--- config.mk ---
export PLATFORM = sky130hd
export DESIGN_NAME = stack_cpu_gen2
export DESIGN_NICKNAME = d
export VERILOG_FILES = /design/src/rtl/stack_cpu_gen2_pkg.sv /design/src/rtl/stack_cpu_gen2_stack.sv /design/src/rtl/stack_cpu_gen2.sv
export SDC_FILE = /design/constraint.sdc
export NUM_CORES = 1
export LEC_CHECK = 0
export ABC_AREA = 1
export CAP_MARGIN = 40
export CORE_MARGIN = 4
export CORE_UTILIZATION = 30
export DETAILED_ROUTE_END_ITERATION = 8
export GPL_TIMING_DRIVEN = 1
export HOLD_SLACK_MARGIN = 0.03
export PLACE_DENSITY = 0.49
export SYNTH_ARGS = -nofsm -noshare
export SYNTH_HDL_FRONTEND = slang
export SYNTH_SLANG_ARGS = --single-unit
--- constraint.sdc ---
create_clock -name clk -period 46.5 [get_ports clk]
set_input_delay 9.3 -clock clk [delete_from_list [all_inputs] [get_ports clk]]
set_output_delay 9.3 -clock clk [all_outputs]
set_load 0.01 [all_outputs]
--- src/rtl/stack_cpu_gen2_pkg.sv ---
// Shared types and constants for the second-generation stack CPU.
// Instruction word: {opcode[4:0], reserved 1'b0, imm}.
package stack_cpu_gen2_pkg;

  localparam int DEF_DATA_WIDTH   = 16;
  localparam int DEF_STACK_DEPTH  = 8;
  localparam int DEF_INSTR_WIDTH  = 16;
  localparam int DEF_PC_WIDTH     = 8;
  localparam int DEF_SSTEP_ENABLE = 0;

  // Opcode sits in the top OPC_W bits; the reserved bit is at INSTR_WIDTH-RSVD_OFS.
  localparam int OPC_W    = 5;
  localparam int RSVD_OFS = 6;

  typedef enum logic [4:0] {
    OP_NOP   = 5'd0,
    OP_PUSHI = 5'd1,
    OP_POP   = 5'd2,
    OP_DUP   = 5'd3,
    OP_SWAP  = 5'd4,
    OP_ADD   = 5'd5,
    OP_SUB   = 5'd6,
    OP_MUL   = 5'd7,
    OP_DIV   = 5'd8,
    OP_JMP   = 5'd9,
    OP_JZ    = 5'd10,
    OP_HALT  = 5'd31
  } opcode_t;

  typedef enum logic [1:0] {
    ST_FETCH     = 2'd0,
    ST_EXEC      = 2'd1,
    ST_STEP_WAIT = 2'd2,
    ST_HALTED    = 2'd3
  } state_t;

  typedef enum logic [1:0] {
    ERR_NONE      = 2'd0,
    ERR_OVERFLOW  = 2'd1,
    ERR_UNDERFLOW = 2'd2,
    ERR_DIVZ_ILL  = 2'd3
  } err_code_t;

  typedef enum logic [2:0] {
    STK_NONE      = 3'd0,
    STK_PUSH      = 3'd1,
    STK_POP       = 3'd2,
    STK_POP2_PUSH = 3'd3,
    STK_SWAP      = 3'd4
  } stk_op_t;

endpackage

--- src/rtl/stack_cpu_gen2_stack.sv ---
// Register-array operand stack with single-cycle push, pop, pop2-push and swap.
// Entry storage is intentionally not reset; only the pointer is.
module stack_cpu_gen2_stack
  import stack_cpu_gen2_pkg::*;
#(
  parameter int DATA_WIDTH  = DEF_DATA_WIDTH,
  parameter int STACK_DEPTH = DEF_STACK_DEPTH
) (
  input  logic                             clk,
  input  logic                             rst,
  input  stk_op_t                          op,
  input  logic signed [DATA_WIDTH-1:0]     wdata,
  output logic signed [DATA_WIDTH-1:0]     tos,
  output logic signed [DATA_WIDTH-1:0]     nos,
  output logic [$clog2(STACK_DEPTH):0]     depth,
  output logic                             full,
  output logic                             empty,
  output logic                             ge2
);
  localparam int AW = $clog2(STACK_DEPTH);
  localparam logic [AW:0] ONE_D = (AW+1)'(1);

  logic signed [DATA_WIDTH-1:0] mem_r [STACK_DEPTH];
  logic [AW:0]   sp_r;
  logic [AW-1:0] push_idx_s;
  logic [AW-1:0] top_idx_s;
  logic [AW-1:0] nos_idx_s;

  assign push_idx_s = sp_r[AW-1:0];
  assign top_idx_s  = push_idx_s - AW'(1);
  assign nos_idx_s  = push_idx_s - AW'(2);
  assign tos        = mem_r[top_idx_s];
  assign nos        = mem_r[nos_idx_s];
  assign depth      = sp_r;
  // Depth is a power of two and sp never exceeds it, so the MSB alone means full.
  assign full       = sp_r[AW];
  assign empty      = (sp_r == '0);
  assign ge2        = (sp_r > ONE_D);

  // Stack pointer / entry count.
  always_ff @(posedge clk or posedge rst) begin
    if (rst) begin
      sp_r <= '0;
    end else begin
      case (op)
        STK_PUSH:               sp_r <= sp_r + ONE_D;
        STK_POP, STK_POP2_PUSH: sp_r <= sp_r - ONE_D;
        default:                sp_r <= sp_r;
      endcase
    end
  end

  // Entry storage writes.
  always_ff @(posedge clk) begin
    case (op)
      STK_PUSH:      mem_r[push_idx_s] <= wdata;
      STK_POP2_PUSH: mem_r[nos_idx_s]  <= wdata;
      STK_SWAP: begin
        mem_r[top_idx_s] <= nos;
        mem_r[nos_idx_s] <= tos;
      end
      default: ;
    endcase
  end

endmodule

--- src/rtl/stack_cpu_gen2.sv ---
// Second-generation stack CPU: FETCH/EXEC control FSM, ALU and coded error report.
// Define STACK_CPU_SAT_EN to make ADD/SUB/MUL (and MIN/-1) saturate instead of wrap.
module stack_cpu_gen2
  import stack_cpu_gen2_pkg::*;
#(
  parameter int DATA_WIDTH   = DEF_DATA_WIDTH,
  parameter int STACK_DEPTH  = DEF_STACK_DEPTH,
  parameter int INSTR_WIDTH  = DEF_INSTR_WIDTH,
  parameter int PC_WIDTH     = DEF_PC_WIDTH,
  parameter int SSTEP_ENABLE = DEF_SSTEP_ENABLE
) (
  input  logic                          clk,
  input  logic                          reset,
  input  logic [INSTR_WIDTH-1:0]        instruction,
  output logic [PC_WIDTH-1:0]           pc,
  input  logic                          single_step,
  output logic signed [DATA_WIDTH-1:0]  result,
  output logic                          valid_result,
  output logic [$clog2(STACK_DEPTH):0]  depth,
  output logic                          error,
  output logic [1:0]                    error_code,
  output logic                          halt
);
  localparam int IMM_W = INSTR_WIDTH - RSVD_OFS;
  localparam logic signed [DATA_WIDTH-1:0] MIN_V = {1'b1, {(DATA_WIDTH-1){1'b0}}};

  state_t                       state_r;
  err_code_t                    code_r;
  logic [INSTR_WIDTH-1:0]       ir_r;
  logic [PC_WIDTH-1:0]          pc_r;
  logic                         valid_r, err_r, halt_r, ss_prev_r;

  logic [OPC_W-1:0]             opc_s;
  logic [IMM_W-1:0]             imm_s;
  logic signed [DATA_WIDTH-1:0] imm_ext_s, tos_s, nos_s, wdata_s;
  logic signed [DATA_WIDTH-1:0] add_s, sub_s, mul_s, quot_s, alu_s;
  logic                         full_s, empty_s, ge2_s, exec_halt_s, pushed_s;
  stk_op_t                      stk_op_s, stk_op_q_s;
  err_code_t                    exec_code_s;
  logic [PC_WIDTH-1:0]          pc_next_s;

  assign opc_s     = ir_r[INSTR_WIDTH-1 -: OPC_W];
  assign imm_s     = ir_r[IMM_W-1:0];
  assign imm_ext_s = {{(DATA_WIDTH-IMM_W){imm_s[IMM_W-1]}}, imm_s};

  stack_cpu_gen2_stack #(
    .DATA_WIDTH  (DATA_WIDTH),
    .STACK_DEPTH (STACK_DEPTH)
  ) u_stack (
    .clk   (clk),
    .rst   (reset),
    .op    (stk_op_q_s),
    .wdata (wdata_s),
    .tos   (tos_s),
    .nos   (nos_s),
    .depth (depth),
    .full  (full_s),
    .empty (empty_s),
    .ge2   (ge2_s)
  );

`ifdef STACK_CPU_SAT_EN
  localparam logic signed [DATA_WIDTH-1:0] MAX_V = {1'b0, {(DATA_WIDTH-1){1'b1}}};
  logic [DATA_WIDTH:0]     sum_s, diff_s, prod_hi_s;
  logic [2*DATA_WIDTH-1:0] prod_s;

  // Saturating arithmetic: overflow shows as disagreement among the top result bits.
  always_comb begin
    sum_s     = {nos_s[DATA_WIDTH-1], nos_s} + {tos_s[DATA_WIDTH-1], tos_s};
    diff_s    = {nos_s[DATA_WIDTH-1], nos_s} - {tos_s[DATA_WIDTH-1], tos_s};
    prod_s    = {{DATA_WIDTH{nos_s[DATA_WIDTH-1]}}, nos_s} * {{DATA_WIDTH{tos_s[DATA_WIDTH-1]}}, tos_s};
    prod_hi_s = prod_s[2*DATA_WIDTH-1:DATA_WIDTH-1];
    if (sum_s[DATA_WIDTH] != sum_s[DATA_WIDTH-1]) add_s = sum_s[DATA_WIDTH] ? MIN_V : MAX_V;
    else                                          add_s = sum_s[DATA_WIDTH-1:0];
    if (diff_s[DATA_WIDTH] != diff_s[DATA_WIDTH-1]) sub_s = diff_s[DATA_WIDTH] ? MIN_V : MAX_V;
    else                                            sub_s = diff_s[DATA_WIDTH-1:0];
    if (!((&prod_hi_s) || (~|prod_hi_s))) mul_s = prod_hi_s[DATA_WIDTH] ? MIN_V : MAX_V;
    else                                   mul_s = prod_s[DATA_WIDTH-1:0];
    if (tos_s == '0)                          quot_s = '0;
    else if (nos_s == MIN_V && tos_s == '1)   quot_s = MAX_V;
    else                                      quot_s = nos_s / tos_s;
  end
`else
  // Wrapping arithmetic keeps the low DATA_WIDTH bits.
  always_comb begin
    add_s = nos_s + tos_s;
    sub_s = nos_s - tos_s;
    mul_s = nos_s * tos_s;
    if (tos_s == '0)                          quot_s = '0;
    else if (nos_s == MIN_V && tos_s == '1)   quot_s = MIN_V;
    else                                      quot_s = nos_s / tos_s;
  end
`endif

  // ALU result select.
  always_comb begin
    case (opc_s)
      OP_SUB:  alu_s = sub_s;
      OP_MUL:  alu_s = mul_s;
      OP_DIV:  alu_s = quot_s;
      default: alu_s = add_s;
    endcase
  end

  // Instruction decode: operand checks, stack operation and next pc.
  always_comb begin
    stk_op_s    = STK_NONE;
    wdata_s     = alu_s;
    pc_next_s   = pc_r + PC_WIDTH'(1);
    exec_code_s = ERR_NONE;
    exec_halt_s = 1'b0;
    if (ir_r[INSTR_WIDTH-RSVD_OFS]) begin
      exec_code_s = ERR_DIVZ_ILL;
    end else begin
      case (opc_s)
        OP_NOP: ;
        OP_PUSHI: begin
          if (full_s) exec_code_s = ERR_OVERFLOW;
          else begin stk_op_s = STK_PUSH; wdata_s = imm_ext_s; end
        end
        OP_POP: begin
          if (empty_s) exec_code_s = ERR_UNDERFLOW;
          else         stk_op_s = STK_POP;
        end
        OP_DUP: begin
          if (empty_s)     exec_code_s = ERR_UNDERFLOW;
          else if (full_s) exec_code_s = ERR_OVERFLOW;
          else begin stk_op_s = STK_PUSH; wdata_s = tos_s; end
        end
        OP_SWAP: begin
          if (!ge2_s) exec_code_s = ERR_UNDERFLOW;
          else        stk_op_s = STK_SWAP;
        end
        OP_ADD, OP_SUB, OP_MUL: begin
          if (!ge2_s) exec_code_s = ERR_UNDERFLOW;
          else        stk_op_s = STK_POP2_PUSH;
        end
        OP_DIV: begin
          if (!ge2_s)            exec_code_s = ERR_UNDERFLOW;
          else if (tos_s == '0)  exec_code_s = ERR_DIVZ_ILL;
          else                   stk_op_s = STK_POP2_PUSH;
        end
        OP_JMP: pc_next_s = imm_s[PC_WIDTH-1:0];
        OP_JZ: begin
          if (empty_s) exec_code_s = ERR_UNDERFLOW;
          else begin
            stk_op_s = STK_POP;
            if (tos_s == '0) pc_next_s = imm_s[PC_WIDTH-1:0];
            else             pc_next_s = pc_r + PC_WIDTH'(1);
          end
        end
        OP_HALT: exec_halt_s = 1'b1;
        default: exec_code_s = ERR_DIVZ_ILL;
      endcase
    end
  end

  // Faulting instructions never reach the stack, so state is preserved on error.
  assign stk_op_q_s = (state_r == ST_EXEC && exec_code_s == ERR_NONE) ? stk_op_s : STK_NONE;
  assign pushed_s   = (stk_op_s == STK_PUSH) || (stk_op_s == STK_POP2_PUSH) || (stk_op_s == STK_SWAP);

  // Control FSM with registered status outputs.
  always_ff @(posedge clk or posedge reset) begin
    if (reset) begin
      state_r   <= ST_FETCH;
      ir_r      <= '0;
      pc_r      <= '0;
      valid_r   <= 1'b0;
      err_r     <= 1'b0;
      code_r    <= ERR_NONE;
      halt_r    <= 1'b0;
      ss_prev_r <= 1'b0;
    end else begin
      ss_prev_r <= single_step;
      case (state_r)
        ST_FETCH: begin
          ir_r    <= instruction;
          valid_r <= 1'b0;
          state_r <= ST_EXEC;
        end
        ST_EXEC: begin
          if (exec_code_s != ERR_NONE) begin
            err_r   <= 1'b1;
            code_r  <= exec_code_s;
            halt_r  <= 1'b1;
            valid_r <= 1'b0;
            state_r <= ST_HALTED;
          end else if (exec_halt_s) begin
            halt_r  <= 1'b1;
            valid_r <= 1'b0;
            state_r <= ST_HALTED;
          end else begin
            pc_r    <= pc_next_s;
            valid_r <= pushed_s;
            state_r <= (SSTEP_ENABLE != 0) ? ST_STEP_WAIT : ST_FETCH;
          end
        end
        ST_STEP_WAIT: begin
          valid_r <= 1'b0;
          if (single_step && !ss_prev_r) state_r <= ST_FETCH;
          else                           state_r <= ST_STEP_WAIT;
        end
        ST_HALTED: begin
          valid_r <= 1'b0;
          state_r <= ST_HALTED;
        end
        default: begin
          valid_r <= 1'b0;
          state_r <= ST_FETCH;
        end
      endcase
    end
  end

  assign pc           = pc_r;
  assign result       = empty_s ? '0 : tos_s;
  assign valid_result = valid_r;
  assign error        = err_r;
  assign error_code   = code_r;
  assign halt         = halt_r;

endmodule

# ---- After elaboration in Yosys (flattened, before gate mapping)
# Memories as Yosys holds them, arrays and structs flattened.
# Cells that the tools add are included.
dict set report op_classes {
  n_addsub 7
  mul 1
  div 1
  magnitude_cmp 1
  eq_ne 23
  n_mux 53
  bitwise_logic 3
  reduce_logical 24
}
# operator count
set op_table {}
lappend op_table {{$mux 16} 9}
lappend op_table {{$pmux 16 s3} 1}
lappend op_table {{$eq 16x16->1 const B} 2}
lappend op_table {{$pmux 16 s2} 1}
lappend op_table {{$mux 2} 13}
lappend op_table {{$mux 8} 3}
lappend op_table {{$eq 5x3->1 const B} 4}
lappend op_table {{$pmux 3 s6} 1}
lappend op_table {{$add 16x16->16} 1}
lappend op_table {{$div 16x16->16} 1}
lappend op_table {{$logic_not 16->1} 1}
lappend op_table {{$mul 16x16->16} 1}
lappend op_table {{$mux 1} 16}
lappend op_table {{$pmux 8 s2} 1}
lappend op_table {{$reduce_or 16->1} 1}
lappend op_table {{$sub 16x16->16} 1}
lappend op_table {{$eq 5x4->1 const B} 3}
lappend op_table {{$mux 3} 4}
lappend op_table {{$pmux 2 s6} 1}
lappend op_table {{$eq 5x2->1 const B} 2}
lappend op_table {{$eq 3x2->1 const B} 3}
lappend op_table {{$reduce_or 3->1} 3}
lappend op_table {{$add 8x1->8 const B} 1}
lappend op_table {{$pmux 2 s4} 1}
lappend op_table {{other kinds (26)} 38}
dict set report word_totals {
  regBits 36
  ram_bits 128
  inputBits 19
  out_inout_bits 33
  n_memories 1
}
# memory words word_bits read_ports rd_ports_with_merged_regs write_ports line
set mem_list {}
lappend mem_list {u_stack.mem_r 8 16 2 0 2 stack_cpu_gen2_stack.sv:23} ;# logic signed [DATA_WIDTH-1:0] mem_r [STACK_DEPTH];

# ---- Logic depth before layout (Yosys ltp)
# An unclocked memory read counts as a cell.
dict set report logic_depth {
  ltp_word 16
  depth_mapped 271
}

# ---- Cells and area by module
# Synthesis repeated with hierarchy kept, for this count alone.
dict set report unflattened {
  hier_cells 3766
  area_unflattened_um2 25543.2
}
# mod instances cells_each area_per_inst_um2 seq_area_each_um2
set modules_own_cells {}
lappend modules_own_cells {stack_cpu_gen2 1 2469 15653.8 800.8}
lappend modules_own_cells {stack_cpu_gen2_stack 1 1297 9889.5 3943.8}

# ---- Worst setup path after synthesis
# No wires, ideal clock.
dict set report synth_timing {
  kind {flip-flop to flip-flop}
  startpoint {register u_stack.sp_r[0] (netlist: u_stack.depth[0])}
  endpoint {memory u_stack.mem_r[2][12] (netlist bit), data pin}
  setup_time_ps 266
  arrival_time_ps 31898
  required_ps 46234
  path_slack_ps 14336
  path_stages_with_launch 253
  n_path_buf 14
  period_less_slack_ps 32164
  path_cell_list {dfrtp_1 buf_6 inv_4 buf_8 buf_8 buf_6 buf_2 buf_2 ha_1 buf_2 nand2_1 nand2_1 nand2_1 nand2_2 inv_2 ha_1 o21ai_0 nand2_1 [217 not listed] o21ai_0 nand2_1 nand2_1 inv_1 ha_1 nand3_1 nor2_1 nand2_1 nor2_1 nand3_1 nand2_1 nand2_1 nand3_1 o221ai_1 nand2_1 nand2_1 nand3_1 o21ai_0}
}
# element line
set synth_lines {}
lappend synth_lines {{start: declaration} stack_cpu_gen2_stack.sv:24} ;# logic [AW:0] sp_r;
lappend synth_lines {{start signal: assignment} stack_cpu_gen2_stack.sv:46} ;# STK_PUSH: sp_r <= sp_r + ONE_D;
lappend synth_lines {{start signal: assignment} stack_cpu_gen2_stack.sv:47} ;# STK_POP, STK_POP2_PUSH: sp_r <= sp_r - ONE_D;
lappend synth_lines {{start signal: assignment} stack_cpu_gen2_stack.sv:48} ;# default: sp_r <= sp_r;
lappend synth_lines {{end: declaration} stack_cpu_gen2_stack.sv:23}

==> impl_metrics.json <==
{
  "final_cell_mix": "1,104 x nand2_1, 465 x inv_1, 268 x nor2_1",
  "syn_area_per_cell_um2": 6.62,
  "synthMuxAreaShare": 0.00175,
  "finalSetupTns_ps": 0,
  "cellPowerDensity_mw_per_mm2": 67.6,
  "hold_buffers": 0,
  "worst_ep_required_time_ps": 46690,
  "synth_top_family_by_area": "simple AND/OR/NAND/NOR gates",
  "mappedNetlistArea_mm2": 0.0243,
  "post_cts_buffers": 0,
  "cp-startpoint": "u_stack.depth[0]",
  "place_congestion": 0.911,
  "hold_viol": 0,
  "dp_cells": 4698,
  "clock-sinks": 164,
  "clock_latency_ps": 460,
  "syn_inst": 3667,
  "hpwl_um": 66700,
  "regArea_mm2": 0.00475,
  "finalMaxSlewViolations": 0,
  "fin_cells": 4731,
  "synth-seq-cells": 164,
  "start_kind": "register",
  "die_w_um": 293,
  "grt_setup_unrepaired": "false",
  "routedWlPerCell_um": 19.2,
  "worst_r2r_endpoint": "u_stack.mem_r[7][11]",
  "synth_fp_nets": 3992,
  "cp-endpoint": "u_stack.mem_r[7][11]",
  "ctsResizeCount": 0,
  "rrSetupSlack_ps": 6970,
  "peakVddDrop_mv": 0.0614,
  "die_y_um": 293,
  "routed_via_density": 4.99,
  "synth_simple_gate_area_frac": 0.320,
  "synth_edf_count": 128,
  "fmax_mhz": 25.3,
  "reg2reg_depth": 249,
  "cts_buffer_depth": 2,
  "nets": 3983,
  "clkTransAtPathRegs_ps": 80,
  "crit_top_cell": "nand2_1",
  "maxCapViolations": 0,
  "ys.flop_type": "edfxtp_1",
  "fillerInstances": 8925,
  "design.die.area_mm2": 0.0856,
  "status": "finished, final reports clean",
  "drive_above_1_share": 0.0844,
  "grt_usage": 0.208,
  "synth_fa_ha_area_frac": 0.182,
  "fin_crit_ps": 39530,
  "yosysUniqueCellTypes": 69,
  "synth-xor-area-share": 0.0469,
  "leakage_nw": 13.2,
  "relSlewSlack": 0.410,
  "tightest_slew_ps": 883,
  "ys_seq_area_frac": 0.195,
  "cts_root_buffer": "clkbuf_16",
  "htreeDepth": 4,
  "fin_crit_sh": 0.850,
  "dr.first_iter.drc_count": 2146,
  "async_flop_share": 0.220,
  "pin_count": 52,
  "port_buffers": 51,
  "crit_slowest_cell": "dfrtp_4",
  "timing.hold.ws_ps": 479,
  "antenna_found_initial": 0,
  "hp-class": "register to register",
  "critPathCaptureType": "register",
  "grt_pass1_vias": 22100,
  "grt_pass1_wl_um": 137000,
  "vias": 23600,
  "area_growth_pct": 9.14,
  "hp-start": "error",
  "num_antenna_cells": 0,
  "reg2reg_from": "u_stack.depth[0]",
  "grt_max_degree": 79,
  "critical_path_class": "register to register",
  "ant_nets": 0,
  "finalClockSkew_ps": 17.8,
  "tritoncts": "yes",
  "grt_overflow": 0,
  "dr.pass1.iters": 5,
  "setup_viol": 0,
  "mostFrequentLayoutCell": "nand2_1",
  "cts_made_buffers": 17,
  "initial_core_util": 0.302,
  "detail_route.wirelength_um": 90600,
  "synth-compound-area-share": 0.141,
  "drc": 0,
  "multi_input_area_mm2": 0.0169,
  "coreArea_mm2": 0.0804,
  "rows": 104,
  "cp_slowest_stage_delay_ps": 790,
  "critPathArrivalTime_ps": 39720,
  "critical_path.max_fanout": 53,
  "yosysWarnings": 0
}
==> state kept, by name, indices dropped and copies added (netlist names) <==
register       cells
halt               1
error_code         2
u_stack.depth      4
u_stack.mem_r    128
state_r            2
ir_r              16
valid_result       1
pc                 8
error              1
ss_prev_r          1
==> per-stage QoR <==
stage          utilization  worst slack [ps]  power (mW)  area, um^2
3_5_place_dp         0.322              7110        1.62       25900
6_report             0.330              6970        1.79       26500
4_1_cts              0.330              7010        1.78       26500
2_1_floorplan            -             14340        1.24       24300
5_1_grt              0.330              2420        2.00       26500
3_3_place_gp         0.320              8010        1.63       25800
==> worst max-delay path, delay by kind of cell, from the launching register on <==
| kind | cells | cell delay, ps |
|---|---|---|
| AO/OA/AOI/OAI | 81 | 13870 |
| adder cells (fa/ha/maj) | 17 | 5410 |
| buffers and inverters | 29 | 4810 |
| flip-flops | 1 | 790 |
| AND/OR/NAND/NOR | 122 | 14200 |
==> power breakdown <==
part           leakage (nW)  switching (mW)  internal [mW]
Clock                 0.285          0.0723         0.0763
Sequential             1.59         0.00993          0.207
Combinational          11.3           0.905          0.523
==> layer usage <==
layer  GRT usage  wire length, um
met1       0.300            41900
met2       0.337            40800
met3      0.0187             5800
met4      0.0486             2060
met5           0                0
==> worst min-delay path by stage <==
stage,end,cells after the start,slack [ps]
floorplan,state_r[1],2,450
global placement,halt,2,450
detailed placement,halt,2,470
CTS,state_r[1],2,480
global route,state_r[1],2,500
finish,error,1,480
==> cell type report <==
type                    instances  area share
multi-input cells            2851       0.636
flip-flops and latches        164       0.179
inverters                     512      0.0732
well taps                    1060      0.0500
repair buffers                112      0.0394
clock buffers                  17      0.0160
clock inverters                15     0.00590
==> Yosys cell counts, types with 14 or more instances <==
library cell  count  share of area
clkbuf_1         56         0.0087
ha_1            226           0.12
o21ai_0         267          0.055
nand3_1         244          0.050
or2_2            29         0.0075
buf_6            21         0.0097
a21oi_1         125          0.026
fa_1             80          0.066
inv_2            30         0.0046
xor2_1           84          0.030
nand2_1        1104           0.17
o21ai_2          17         0.0061
a21o_1           20         0.0062
nor3_1           18         0.0037
inv_1           465          0.072
o21ai_1          84          0.017
o21bai_1         14         0.0043
dfrtp_1          36          0.037
nor2_2           14         0.0036
buf_4            17         0.0053
nor2_1          269          0.042
edfxtp_1        128           0.16
nand3_2          19         0.0078
buf_2            33         0.0068
nand2_2          52          0.013
xnor2_1          46          0.017
==> cells by family after synthesis <==
family / after synthesis
simple gates: 1806
xor+xnor: 130
compound gates: 605
mux: 4
fa+ha+maj: 306
buf+inv: 652
flops: 164
Power figures use the tool's default switching activity.
